===== src/rtl/constant_monitor_if.sv =====
// ----------------------------------------------------------------------------
// constant_monitor_if
// Groups the rail inputs, the controls and the status outputs of
// constant_monitor.
//   one_i      : buffered constant-high rail under test (asynchronous)
//   zero_i     : buffered constant-low rail under test (asynchronous)
//   enable     : monitor enable, level
//   clear      : single-cycle pulse; clears fault, code and counters, restarts holdoff
//   fault      : sticky fault flag
//   fault_code : bit0 = one seen low, bit1 = zero seen high (faulting run)
//   err_count  : saturating count of bad samples taken while monitoring
//   monitor_ok : monitoring, with an empty bad run
//   irq        : one-cycle pulse on fault entry
// Modports: master drives the rails and controls; slave is the monitor.
// ----------------------------------------------------------------------------
interface constant_monitor_if #(
    parameter int unsigned CNT_W = 8
);
    logic             one_i;
    logic             zero_i;
    logic             enable;
    logic             clear;
    logic             fault;
    logic [1:0]       fault_code;
    logic [CNT_W-1:0] err_count;
    logic             monitor_ok;
    logic             irq;

    modport master (
        output one_i, zero_i, enable, clear,
        input  fault, fault_code, err_count, monitor_ok, irq
    );

    modport slave (
        input  one_i, zero_i, enable, clear,
        output fault, fault_code, err_count, monitor_ok, irq
    );
endinterface


===== src/rtl/constant_monitor.sv =====
// ----------------------------------------------------------------------------
// constant_monitor
// Watches the one/zero tie-off rails. Both rails are synchronized. After a
// holdoff period, a sticky fault is declared when THRESH consecutive
// synchronized samples are bad.
// Ports:
//   clk    : block clock
//   resetb : asynchronous active-low reset
//   bus    : constant_monitor_if.slave (rails, enable/clear, status outputs)
// Parameters: HOLDOFF (holdoff cycles, >=1), THRESH (bad run length that
//   declares a fault, >=1), CNT_W (width of the saturating error counter).
// Build option: define CONST_MON_IRQ_EN to build the irq pulse. Without it
//   irq is tied to 0.
// ----------------------------------------------------------------------------
module constant_monitor #(
    parameter int unsigned HOLDOFF = 16,
    parameter int unsigned THRESH  = 4,
    parameter int unsigned CNT_W   = 8
) (
    input logic               clk,
    input logic               resetb,
    constant_monitor_if.slave bus
);

    localparam int unsigned HoldW = $clog2(HOLDOFF + 1);
    localparam int unsigned RunW  = $clog2(THRESH + 1);

    localparam logic [HoldW-1:0] HoldLast = HoldW'(HOLDOFF - 1);
    localparam logic [RunW-1:0]  RunLast  = RunW'(THRESH - 1);
    localparam logic [CNT_W-1:0] ErrMax   = '1;

    typedef enum logic [1:0] {
        StHoldoff = 2'd0,
        StMonitor = 2'd1,
        StFault   = 2'd2,
        StIdle    = 2'd3
    } state_e;

    // ------------------------------------------------------------------
    // Synchronizers. They reset to the good level of each rail, so reset
    // never shows up as a bad sample.
    // ------------------------------------------------------------------
    logic r_one_s1, r_one_s2;
    logic r_zero_s1, r_zero_s2;

    always_ff @(posedge clk or negedge resetb) begin
        if (!resetb) begin
            r_one_s1  <= 1'b1;
            r_one_s2  <= 1'b1;
            r_zero_s1 <= 1'b0;
            r_zero_s2 <= 1'b0;
        end else begin
            r_one_s1  <= bus.one_i;
            r_one_s2  <= r_one_s1;
            r_zero_s1 <= bus.zero_i;
            r_zero_s2 <= r_zero_s1;
        end
    end

    logic [1:0] w_bad_type;   // {zero seen high, one seen low}
    logic       w_bad;

    assign w_bad_type = {r_zero_s2, ~r_one_s2};
    assign w_bad      = |w_bad_type;

    // ------------------------------------------------------------------
    // State and datapath registers
    // ------------------------------------------------------------------
    state_e           r_state, w_state_nxt;
    logic [HoldW-1:0] r_hold, w_hold_nxt;
    logic [RunW-1:0]  r_run, w_run_nxt;
    logic [1:0]       r_rtype, w_rtype_nxt;
    logic [CNT_W-1:0] r_err, w_err_nxt;
    logic [1:0]       r_code, w_code_nxt;
    logic             r_fault, w_fault_nxt;
    logic             r_ok, w_ok_nxt;
    logic             w_fault_hit;

    // THRESH-th consecutive bad sample while monitoring
    assign w_fault_hit = (r_state == StMonitor) && w_bad && (r_run == RunLast);

    // State register
    always_ff @(posedge clk or negedge resetb) begin
        if (!resetb) begin
            r_state <= StHoldoff;
        end else begin
            r_state <= w_state_nxt;
        end
    end

    // Next-state logic. clear wins over everything; fault entry wins over
    // enable=0.
    always_comb begin
        w_state_nxt = r_state;
        if (bus.clear) begin
            w_state_nxt = bus.enable ? StHoldoff : StIdle;
        end else begin
            case (r_state)
                StHoldoff: begin
                    if (!bus.enable) begin
                        w_state_nxt = StIdle;
                    end else if (r_hold == HoldLast) begin
                        w_state_nxt = StMonitor;
                    end
                end
                StMonitor: begin
                    if (w_fault_hit) begin
                        w_state_nxt = StFault;
                    end else if (!bus.enable) begin
                        w_state_nxt = StIdle;
                    end
                end
                StFault: begin
                    w_state_nxt = StFault;
                end
                StIdle: begin
                    if (bus.enable) begin
                        w_state_nxt = StHoldoff;
                    end
                end
                default: begin
                    w_state_nxt = StHoldoff;
                end
            endcase
        end
    end

    // Output / datapath next values
    always_comb begin
        w_hold_nxt  = '0;
        w_run_nxt   = r_run;
        w_rtype_nxt = r_rtype;
        w_err_nxt   = r_err;
        w_code_nxt  = r_code;
        w_fault_nxt = r_fault;

        if (bus.clear) begin
            w_run_nxt   = '0;
            w_rtype_nxt = '0;
            w_err_nxt   = '0;
            w_code_nxt  = '0;
            w_fault_nxt = 1'b0;
        end else begin
            // Holdoff counter only runs while staying in holdoff; any other
            // path resets it so the next holdoff starts from zero.
            if ((r_state == StHoldoff) && (w_state_nxt == StHoldoff)) begin
                w_hold_nxt = r_hold + HoldW'(1);
            end

            if (r_state == StMonitor) begin
                if (w_bad) begin
                    if (r_err != ErrMax) begin
                        w_err_nxt = r_err + CNT_W'(1);
                    end
                    if (w_fault_hit) begin
                        w_code_nxt  = r_rtype | w_bad_type;
                        w_fault_nxt = 1'b1;
                    end else begin
                        w_run_nxt   = r_run + RunW'(1);
                        w_rtype_nxt = r_rtype | w_bad_type;
                    end
                end else begin
                    w_run_nxt   = '0;
                    w_rtype_nxt = '0;
                end

                if (w_state_nxt == StIdle) begin
                    w_run_nxt   = '0;
                    w_rtype_nxt = '0;
                end
            end
        end

        w_ok_nxt = (w_state_nxt == StMonitor) && (w_run_nxt == '0);
    end

    always_ff @(posedge clk or negedge resetb) begin
        if (!resetb) begin
            r_hold  <= '0;
            r_run   <= '0;
            r_rtype <= '0;
            r_err   <= '0;
            r_code  <= '0;
            r_fault <= 1'b0;
            r_ok    <= 1'b0;
        end else begin
            r_hold  <= w_hold_nxt;
            r_run   <= w_run_nxt;
            r_rtype <= w_rtype_nxt;
            r_err   <= w_err_nxt;
            r_code  <= w_code_nxt;
            r_fault <= w_fault_nxt;
            r_ok    <= w_ok_nxt;
        end
    end

`ifdef CONST_MON_IRQ_EN
    logic r_irq;
    logic w_irq_nxt;

    // High only in the first cycle of fault=1
    assign w_irq_nxt = w_fault_hit && !bus.clear;

    always_ff @(posedge clk or negedge resetb) begin
        if (!resetb) begin
            r_irq <= 1'b0;
        end else begin
            r_irq <= w_irq_nxt;
        end
    end

    assign bus.irq = r_irq;
`else
    assign bus.irq = 1'b0;
`endif

    assign bus.fault      = r_fault;
    assign bus.fault_code = r_code;
    assign bus.err_count  = r_err;
    assign bus.monitor_ok = r_ok;

endmodule


===== src/flat_wrapper.sv =====
// flat-port wrapper written by rule: the top's interface ports become plain ports
module constant_monitor_flat 
#(
    parameter int unsigned HOLDOFF = 16,
    parameter int unsigned THRESH  = 4,
    parameter int unsigned CNT_W   = 8
)
  (clk, resetb, bus_one_i, bus_zero_i, bus_enable, bus_clear, bus_fault, bus_fault_code, bus_err_count, bus_monitor_ok, bus_irq);
  constant_monitor_if #(.CNT_W(CNT_W)) bus_i ();
  input logic clk;
  input logic resetb;
  input wire logic [$bits(bus_i.one_i)-1:0] bus_one_i;
  input wire logic [$bits(bus_i.zero_i)-1:0] bus_zero_i;
  input wire logic [$bits(bus_i.enable)-1:0] bus_enable;
  input wire logic [$bits(bus_i.clear)-1:0] bus_clear;
  output wire logic [$bits(bus_i.fault)-1:0] bus_fault;
  output wire logic [$bits(bus_i.fault_code)-1:0] bus_fault_code;
  output wire logic [$bits(bus_i.err_count)-1:0] bus_err_count;
  output wire logic [$bits(bus_i.monitor_ok)-1:0] bus_monitor_ok;
  output wire logic [$bits(bus_i.irq)-1:0] bus_irq;
  assign bus_i.one_i = bus_one_i;
  assign bus_i.zero_i = bus_zero_i;
  assign bus_i.enable = bus_enable;
  assign bus_i.clear = bus_clear;
  assign bus_fault = bus_i.fault;
  assign bus_fault_code = bus_i.fault_code;
  assign bus_err_count = bus_i.err_count;
  assign bus_monitor_ok = bus_i.monitor_ok;
  assign bus_irq = bus_i.irq;
  constant_monitor #(.HOLDOFF(HOLDOFF), .THRESH(THRESH), .CNT_W(CNT_W)) u_core (.clk(clk), .resetb(resetb), .bus(bus_i));
endmodule

===== config.mk =====
export PLATFORM = sky130hd
export DESIGN_NAME = constant_monitor_flat
export DESIGN_NICKNAME = d
export VERILOG_FILES = /design/src/rtl/constant_monitor_if.sv /design/src/rtl/constant_monitor.sv /design/src/flat_wrapper.sv
export SDC_FILE = /design/constraint.sdc
export NUM_CORES = 1
export LEC_CHECK = 0
export BUFFER_PORTS_ARGS = -buffer_cell sky130_fd_sc_hd__clkbuf_2
export CELL_PAD_IN_SITES_DETAIL_PLACEMENT = 2
export CELL_PAD_IN_SITES_GLOBAL_PLACEMENT = 2
export CORE_MARGIN = 2
export CORE_UTILIZATION = 38
export DETAILED_ROUTE_END_ITERATION = 8
export HOLD_SLACK_MARGIN = 0.02
export PLACE_DENSITY = 0.91
export SETUP_SLACK_MARGIN = 0.4
export SYNTH_ARGS = -nofsm -noshare
export SYNTH_HDL_FRONTEND = slang
export SYNTH_SLANG_ARGS = --single-unit

===== constraint.sdc =====
create_clock -name clk -period 2.4 [get_ports clk]
set_input_delay 0.12 -clock clk [delete_from_list [all_inputs] [get_ports clk]]
set_output_delay 0.12 -clock clk [all_outputs]
set_load 0.1 [all_outputs]

==> results.yml <==
status:
  status: "complete, no violations"
routing:
  wl_met1_um: 1570
  post_drt_wl_per_cell_um: 18.5
  viasPerCell: 5.63
  top_layer: "met4"
  wirelength_um: 3560
  drtIter0Drc: 90
  antenna_left: 0
  firstDrtPassIters: 3
  met2_length_um: 1850
  wl_met3_um: 90
  post-route-drc-count: 0
  num_vias: 1087
cts:
  clock_latency_ps: 340
  cts_tree: "yes"
  h-tree-depth: 1
  clkTransAtPathRegs_ps: 160
  numCtsBuffers: 3
  cts.sinks: 28
  cts_root_buf: "clkbuf_4"
  cts_buffer_depth: 2
  cts_setup_buffers: 0
floorplanning:
  io_pins: 19
  die_area_um2: 4030
  coreArea_um2: 3360
  fp.dieH_um: 63.5
  rows: 21
  dieWidth_um: 63.5
  start_util_pct: 40.0
timing:
  max_freq_mhz: 548
  fin_crit_sh_pct: 76.1
  finalSetupViolCount: 0
  maxSlewHeadroom_pct: 52.4
  rsz0062_at_grt: "no"
  fin_setup_tns_ps: 0
  finalMaxSlewViolations: 0
  tightest_slew_ps: 714
  min_period_ps: 1830
  clock-skew-final_ps: 8.14
  hold_viol: 0
worst_setup_path:
  cp-end-kind: "flip-flop"
  crit_arrival_ps: 2060
  cp_common_cell: "ha_1"
  path_cells: "ha_1 -> ha_1 -> nand2b_1 -> a311o_1 -> a221oi_1"
  startpoint_type: "flip-flop"
  worstSetupPathType: "flip-flop to flip-flop"
  cp.required_ps: 2630
  crit_fanout: 6
  cpMaxStageDelayCell: "dfrtp_1"
  slowest_delay_ps: 440
  cp_num_buf_inv: 0
  crit_family: "compound AO/OA/AOI/OAI gates"
synth:
  synthArstFlopShare_pct: 100
  synth-edff-count: 0
  yosysSeqAreaShare_pct: 52.3
  avgSynthCellArea_um2: 10.6
  syn_inst: 127
  synth_area_um2: 1350
  synth_area_leader_cell: "dfrtp_1"
  synth_top_area_share_pct: 48.4
  ys.flop_type: "dfrtp_1"
  ys_seq_elements: 28
  yosys_warnings: 0
  synth_cell_type_count: 44
  syn_nets: 138
  synth_area_leaders: "dfrtp_1, ha_1, nor2_1"
placement:
  gp_congestion: 0.763
  portBuffers: 17
  dp_hpwl_um: 2510
power:
  p_per_area_nw_per_um2: 597
  power.total_w: 0.000924
  total_leakage_power_nw: 0.689
  ir_worst_vdd_v: 0.000274
grt:
  grt_pass1_wl_um: 6070
  grt_pass1_vias: 1247
  track_usage_pct: 19.4
  grt_overflow: 0
  grt_max_degree: 29
  antenna_found_initial: 0
layout:
  insertedDiodeCount: 0
  final_nets: 159
  final_layout_size_suffix_gt1_share_pct: 23.1
  area_growth_pct: 15.1
  seq_area_um2: 707
  final_cell_mix: "dfrtp_1, clkbuf_2, nor2_1"
  num-fill-cells: 387
  final_common_cell: "dfrtp_1"
  multi_input_area_um2: 586
min_path:
  hp-class: "input pin to flip-flop"
flow_run:
  drv_cap: 0
registers in the layout, indices dropped and copies added (netlist names), 2 cells and up:
| signal | count |
|---|---|
| u_core.r_state | 2 |
| u_core.bus.fault_code | 2 |
| u_core.r_rtype | 2 |
| u_core.r_run | 3 |
| u_core.r_hold | 5 |
| u_core.bus.err_count | 8 |
what timing repair did:
action	in CTS	in global routing
endpoints found under the hold margin	28	0
hold buffers	3	0
gates resized for setup	0	0
routing by layer:
| layer | vias to the layer above | track usage (%) |
|---|---|---|
| met3 | 6 | 2.32 |
| met4 | 0 | 7.07 |
| li1 | 494 | - |
| met2 | 22 | 33.7 |
| met1 | 565 | 24.8 |
| met5 | - | 0 |
final timing paths:
path | cells after the start | start | slack (ps) | endpoint
max | 5 | u_core.r_run[0] | 570 | u_core.bus.monitor_ok
min | 2 | bus_enable | 40 | u_core.r_state[1]
max reg2reg | 5 | u_core.r_run[0] | 570 | u_core.bus.monitor_ok
min reg2reg | 0 | u_core.r_zero_s1 | 370 | u_core.r_zero_s2
max in group asynchronous | 2 | resetb | 1560 | u_core.bus.err_count[0]
min in group asynchronous | 2 | resetb | 340 | u_core.r_state[1]
final cells by class:
type                            count  area share, %
Tap cell                           46           3.72
Multi-Input combinational cell     87           37.8
Clock buffer                        3           1.46
Sequential cell                    28           45.7
Inverter                            8           1.94
Timing Repair Buffer               20           7.44
Clock inverter                      1           1.94
metrics by stage:
stage	area, um^2	hold slack [ps]	worst slack, ps	instances	util, %
5_1_grt	1550	37.7	495	193	46.0
3_5_place_dp	1470	210	617	186	43.6
4_1_cts	1550	42.9	563	193	46.0
3_3_place_gp	1470	196	705	186	43.6
2_1_floorplan	1350	-176	400	127	-
6_report	1550	41.0	574	193	46.0
cells by family after synthesis:
logic type	count (synthesis)	synth area share, %
flops	28	52.3
mux	2	1.49
xor+xnor	3	1.95
simple gates	44	18.0
fa+ha+maj	5	4.65
compound gates	32	17.1
buf+inv	12	4.19
other cells	1	0.279
where the power goes:
| group | internal [W] | switching, W | total [W] | leakage (nW) |
|---|---|---|---|---|
| logic | 0.0000293 | 0.0000736 | 0.000103 | 0.293 |
| registers | 0.000488 | 0.0000130 | 0.000501 | 0.368 |
| clock network | 0.000169 | 0.000151 | 0.000320 | 0.0279 |
cell usage after synthesis, drive strengths merged (3+ instances only):
cell type and number:
dfrtp 26, o21ai 8, ha 5, o31ai 3, nor3 4, or3 4
nand3 4, nor2 15, inv 8, or4 3, a21oi 8, nand2 3
No activity file was read; power rests on OpenSTA's default activity.
